===== src/rtl/vga_pixel_engine.sv =====
// ============================================================================
//  Module      : vga_pixel_engine
//  Description : Parametrised VGA timing generator with a four-mode colour
//                selector and a frame-synchronous double-buffered config word.
//  Revision    : 1.0  initial release
// ============================================================================
`default_nettype none

module vga_pixel_engine #(
    parameter int H_ACTIVE = 640,
    parameter int H_FP     = 16,
    parameter int H_SYNC   = 96,
    parameter int H_BP     = 48,
    parameter int V_ACTIVE = 480,
    parameter int V_FP     = 10,
    parameter int V_SYNC   = 2,
    parameter int V_BP     = 33,
    parameter int CBITS    = 2,
    parameter bit SYNC_POL = 1'b0
) (
    input  logic                                                   clk,
    input  logic                                                   rst,
    input  logic                                                   cfg_wr,
    input  logic [31:0]                                            cfg_data,
    output logic                                                   cfg_pending,
    output logic [$clog2(H_ACTIVE+H_FP+H_SYNC+H_BP)-1:0]           h_pos,
    output logic [$clog2(V_ACTIVE+V_FP+V_SYNC+V_BP)-1:0]           v_pos,
    input  logic [3*CBITS-1:0]                                     src_rand,
    input  logic                                                   src_char,
    output logic                                                   hs,
    output logic                                                   vs,
    output logic [3*CBITS-1:0]                                     rgb,
    output logic                                                   frame_start
);

    localparam int c_HT = H_ACTIVE + H_FP + H_SYNC + H_BP;
    localparam int c_VT = V_ACTIVE + V_FP + V_SYNC + V_BP;
    localparam int c_HW = $clog2(c_HT);
    localparam int c_VW = $clog2(c_VT);
    localparam int c_CW = 3 * CBITS;

    localparam logic [c_HW-1:0] c_H_LAST    = c_HW'(c_HT - 1);
    localparam logic [c_VW-1:0] c_V_LAST    = c_VW'(c_VT - 1);
    localparam logic [c_HW-1:0] c_H_ACT     = c_HW'(H_ACTIVE);
    localparam logic [c_HW-1:0] c_H_SYNC_LO = c_HW'(H_ACTIVE + H_FP);
    localparam logic [c_HW-1:0] c_H_SYNC_HI = c_HW'(H_ACTIVE + H_FP + H_SYNC);
    localparam logic [c_VW-1:0] c_V_ACT     = c_VW'(V_ACTIVE);
    localparam logic [c_VW-1:0] c_V_SYNC_LO = c_VW'(V_ACTIVE + V_FP);
    localparam logic [c_VW-1:0] c_V_SYNC_HI = c_VW'(V_ACTIVE + V_FP + V_SYNC);

    localparam logic [1:0] c_MODE_RAND = 2'd0;
    localparam logic [1:0] c_MODE_FG   = 2'd1;
    localparam logic [1:0] c_MODE_CHAR = 2'd2;
    localparam logic [1:0] c_MODE_BARS = 2'd3;

    logic [c_HW-1:0] r_h;
    logic [c_VW-1:0] r_v;

    logic [1:0]      r_act_mode, r_pend_mode;
    logic [c_CW-1:0] r_act_fg,   r_pend_fg;
    logic [c_CW-1:0] r_act_bg,   r_pend_bg;
    logic            r_pending;

    logic            r_hs, r_vs, r_fs;
    logic [c_CW-1:0] r_rgb;

    logic            w_h_wrap, w_frame_wrap;
    logic            w_active, w_hs_on, w_vs_on;
    logic [2:0]      w_bar;
    logic [c_CW-1:0] w_colour;
    logic            w_cfg_unused;

    assign w_cfg_unused = ^cfg_data[29:6*CBITS];

    assign w_h_wrap     = (r_h == c_H_LAST);
    assign w_frame_wrap = w_h_wrap && (r_v == c_V_LAST);

    // Counters: h wraps every line, v advances on h wrap and wraps with it.
    always_ff @(posedge clk) begin
        if (rst) begin
            r_h <= '0;
            r_v <= '0;
        end else if (w_h_wrap) begin
            r_h <= '0;
            r_v <= (r_v == c_V_LAST) ? '0 : r_v + 1'b1;
        end else begin
            r_h <= r_h + 1'b1;
        end
    end

    assign w_active = (r_h < c_H_ACT) && (r_v < c_V_ACT);
    assign w_hs_on  = (r_h >= c_H_SYNC_LO) && (r_h < c_H_SYNC_HI);
    assign w_vs_on  = (r_v >= c_V_SYNC_LO) && (r_v < c_V_SYNC_HI);
    assign w_bar    = r_h[c_HW-1 -: 3];

    always_comb begin
        w_colour = '0;
        if (w_active) begin
            case (r_act_mode)
                c_MODE_RAND: w_colour = src_rand;
                c_MODE_FG:   w_colour = r_act_fg;
                c_MODE_CHAR: w_colour = src_char ? r_act_fg : r_act_bg;
                c_MODE_BARS: w_colour = {{CBITS{w_bar[2]}}, {CBITS{w_bar[1]}}, {CBITS{w_bar[0]}}};
                default:     w_colour = '0;
            endcase
        end
    end

    // Outputs trail the counters by one cycle so they line up with pixel data.
    always_ff @(posedge clk) begin
        if (rst) begin
            r_hs  <= ~SYNC_POL;
            r_vs  <= ~SYNC_POL;
            r_fs  <= 1'b0;
            r_rgb <= '0;
        end else begin
            r_hs  <= w_hs_on ? SYNC_POL : ~SYNC_POL;
            r_vs  <= w_vs_on ? SYNC_POL : ~SYNC_POL;
            r_fs  <= (r_h == '0) && (r_v == '0);
            r_rgb <= w_colour;
        end
    end

    // Pending word moves to active only on the frame wrap; a write on that same
    // edge lands in pending and waits for the following frame.
    always_ff @(posedge clk) begin
        if (rst) begin
            r_act_mode  <= c_MODE_RAND;
            r_act_fg    <= '1;
            r_act_bg    <= '0;
            r_pend_mode <= c_MODE_RAND;
            r_pend_fg   <= '1;
            r_pend_bg   <= '0;
            r_pending   <= 1'b0;
        end else begin
            if (w_frame_wrap && r_pending) begin
                r_act_mode <= r_pend_mode;
                r_act_fg   <= r_pend_fg;
                r_act_bg   <= r_pend_bg;
                r_pending  <= 1'b0;
            end
            if (cfg_wr) begin
                r_pend_mode <= cfg_data[31:30];
                r_pend_fg   <= cfg_data[6*CBITS-1:3*CBITS];
                r_pend_bg   <= cfg_data[3*CBITS-1:0];
                r_pending   <= 1'b1;
            end
        end
    end

    assign h_pos       = r_h;
    assign v_pos       = r_v;
    assign hs          = r_hs;
    assign vs          = r_vs;
    assign rgb         = r_rgb;
    assign frame_start = r_fs;
    assign cfg_pending = r_pending;

endmodule

`default_nettype wire


===== config.mk =====
export PLATFORM = sky130hd
export DESIGN_NAME = vga_pixel_engine
export DESIGN_NICKNAME = d
export VERILOG_FILES = /design/src/rtl/vga_pixel_engine.sv
export SDC_FILE = /design/constraint.sdc
export NUM_CORES = 1
export LEC_CHECK = 0
export CORE_ASPECT_RATIO = 1.25
export CORE_UTILIZATION = 26
export DETAILED_ROUTE_END_ITERATION = 6
export GPL_ROUTABILITY_DRIVEN = 0
export PLACE_DENSITY = 0.58
export RECOVER_POWER = 100
export SYNTH_ARGS = -nofsm -noshare
export SYNTH_HDL_FRONTEND = slang
export SYNTH_SLANG_ARGS = --single-unit

===== constraint.sdc =====
create_clock -name clk -period 2.1 [get_ports clk]
set_input_delay 0.21 -clock clk [delete_from_list [all_inputs] [get_ports clk]]
set_output_delay 0.21 -clock clk [all_outputs]
set_load 0.005 [all_outputs]

==> flow_summary.toml <==
[run_status]
run_status = "finished clean"

[clock_tree]
cts_setup_buffers = 0
clockBufferDepth = 2
cts_tree = "done"
numCtsBuffers = 9
cts.clk_slew.worst_paths_ns = 0.05
clkSinkCount = 58
cts-root-buf = "clkbuf_16"
worst_skew_pair.late_latency_ns = 0.32
cts_max_level = 3

[cells_and_area]
drive_gt1_frac = 0.09859
final_cell_count_no_fill = 478
nets = 396
area.sequential_um2 = 1162
multi_input_area_um2 = 1270
fillCellCount = 958
antenna_cells = 0
area_delta_synth_final_pct = 41.28
fin_util = 0.3841

[synthesis]
yosys.area_share.simple = 0.2459
synth_top_area_frac = 0.4583
yosys-top-cells-count = "dfxtp_1, nor2_1, nand4_1"
yosysUniqueCellTypes = 41
syn-instance-count = 281
synth_edf_count = 0
syn_avg_cell_area_um2 = 9.017
synth_async_sr_flop_share = 0
synth_compound_area_frac = 0.1264
synthTopCellsByArea = "dfxtp_1, mux2i_1, nand4_1, o31ai_1, nor2_1"
synth_top_family_by_area = "simple AND/OR/NAND/NOR gates"
ys.warnings.count = 0
synth_fp_nets = 327
synthesis.area_um2 = 2534
synth_most_common_cell = "dfxtp_1"
synth_fa_ha_area_frac = 0.01975
synth_seq_area_share = 0.4583
ys_ff_latch = 58
synth_top_flop_cell = "dfxtp_1"
synth_xor_xnor_area_share = 0.04494
muxShareOfSynthArea = 0.06321
yosys.area.top_type = "dfxtp_1"

[setup_path]
r2r_start = "h_pos[1]"
crit_required_ns = 2.36
critPathLaunchType = "flip-flop"
r2r_setup_slack_ns = 0.13
path_max_fanout = 5
r2r-end = "v_pos[8]"
crit_type = "flip-flop to flip-flop"
arrival_ns = 2.23
reg2regPathDepth = 5
crit_path_end_kind = "flip-flop"

[drt]
ant_nets = 0
via_per_inst = 4.818
drt-total-wl_mm = 6.572
num_vias = 2303
drtPass1Iterations = 4
wl_per_cell_um = 13.75
drc_errors = 0
first_iter_violations = 116

[die]
die_area_um2 = 10150
initial_utilization = 0.2718
die_y_um = 112.4
io-pin-count = 72
core_area_um2 = 9320
placementRows = 39
die-width_um = 90.30

[timing]
setup_viol = 0
fin_setup_tns_ns = 0
skew_ns = 0.004311
min_period_ns = 1.975
finalHoldViolations = 0
slew_viol_final = 0
rsz0062_at_grt = "no"
timing.slew.headroom = 0.2908
holdWs_ns = 0.4732
period_share = 0.9403
tightest_slew_ns = 1.064
fmax_ghz = 0.5064

[global_route]
overflow = 0
grt_pass1_wl_mm = 11.21
grt_max_degree = 20
track_usage = 0.1390
antenna_found_initial = 0
grt_pass1_vias = 2295

[hold_path]
min_from = "r_act_bg[2]"
hold-path-endpoint = "r_act_bg[2]"
whs_path_depth = 2
hold_path.class = "flip-flop to flip-flop"

[power]
p_leak_nw = 1.358
peakVddDrop_mv = 0.4119
cellPowerDensity_nw_per_um2 = 795.5

[run]
max_cap_violations = 0

[placement]
hpwl_mm = 4.813
post-place-cells = 462
portBuffers = 53
[cell type report]
| type | count | share of cell area |
|---|---|---|
| clock inverter | 1 | 0.008389 |
| sequential | 58 | 0.3247 |
| tap | 123 | 0.04299 |
| timing repair buffer | 76 | 0.1814 |
| multi-input combinational | 198 | 0.3548 |
| inverter | 7 | 0.007340 |
| clock buffer | 15 | 0.08039 |
[worst max-delay path by stage]
stage | slack [ns] | from | endpoint
after floorplan | 0.09 | h_pos[0] | v_pos[8]
after global placement | 0.12 | h_pos[1] | v_pos[8]
after detailed placement | 0.08 | h_pos[1] | v_pos[8]
after CTS | 0.08 | h_pos[1] | v_pos[8]
after global routing | 0.03 | h_pos[1] | v_pos[8]
final | 0.13 | h_pos[1] | v_pos[8]
[flip-flops by register name, summed over array words and instances (netlist names), 2 cells and up]
name	flops
r_act_bg	6
h_pos	10
rgb	6
v_pos	10
r_pend_fg	6
r_pend_bg	6
r_act_fg	6
r_pend_mode	2
r_act_mode	2
[cells by family (layout without fill, tap and decap cells)]
group,after synthesis,count (layout)
AND/OR/NAND/NOR,113,113
flip-flops,58,58
AO/OA/AOI/OAI,52,52
buffers and inverters,25,99
multiplexers,16,16
XOR/XNOR,13,13
adder cells (fa/ha/maj),4,4
[critical path, cell delays in order, from the launching register on]
cell and delay [ns]:
dfxtp_2 0.36, ha_2 0.19, nand3_2 0.12, or4_4 0.57, or4b_1 0.53, a21oi_2 0.14
[cell usage in the layout, fill, tap and decap left out, types with 7 or more instances in the layout]
master / synthesis / final
nand2_1: 15 / 15
o31ai_1: 14 / 14
mux2i_1: 16 / 16
dlygate4sd3_1: 0 / 24
clkbuf_1: 13 / 15
nand4_1: 17 / 17
clkdlybuf4s50_1: 0 / 29
nor2_1: 23 / 23
inv_1: 7 / 7
o21ai_0: 16 / 16
clkbuf_16: 0 / 9
buf_4: 0 / 8
nor3_1: 10 / 10
dfxtp_1: 58 / 57
nand3_1: 14 / 14
a21oi_1: 12 / 12
xor2_1: 7 / 7
[power breakdown]
part	internal (mW)	total [mW]	switching [mW]	leakage (nW)
registers	1.13	1.15	0.0161	0.474
clock network	1.05	1.52	0.472	0.156
logic	0.0971	0.179	0.0814	0.728
[per-stage QoR]
stage	area, µm²	total power [mW]	setup WS (ns)
global route	3580	2.940	0.03457
global placement	3312	1.358	0.1188
CTS	3630	2.880	0.07629
finish	3580	2.848	0.1254
floorplan	2534	1.251	0.09093
detailed placement	3312	1.362	0.08190
[routing by layer]
layer  global-route usage  share of wire  vias up
met5                    0              0        -
li1                     -              -     1168
met1               0.1733           0.47     1075
met4              0.08387          0.027        0
met2               0.2234           0.48       45
met3              0.02507          0.028       15
[timing repair]
action,CTS,global route
hold buffers,0,0
gates resized for setup,0,3
endpoints found under the setup margin,0,13
Power figures use the tool's default switching activity.
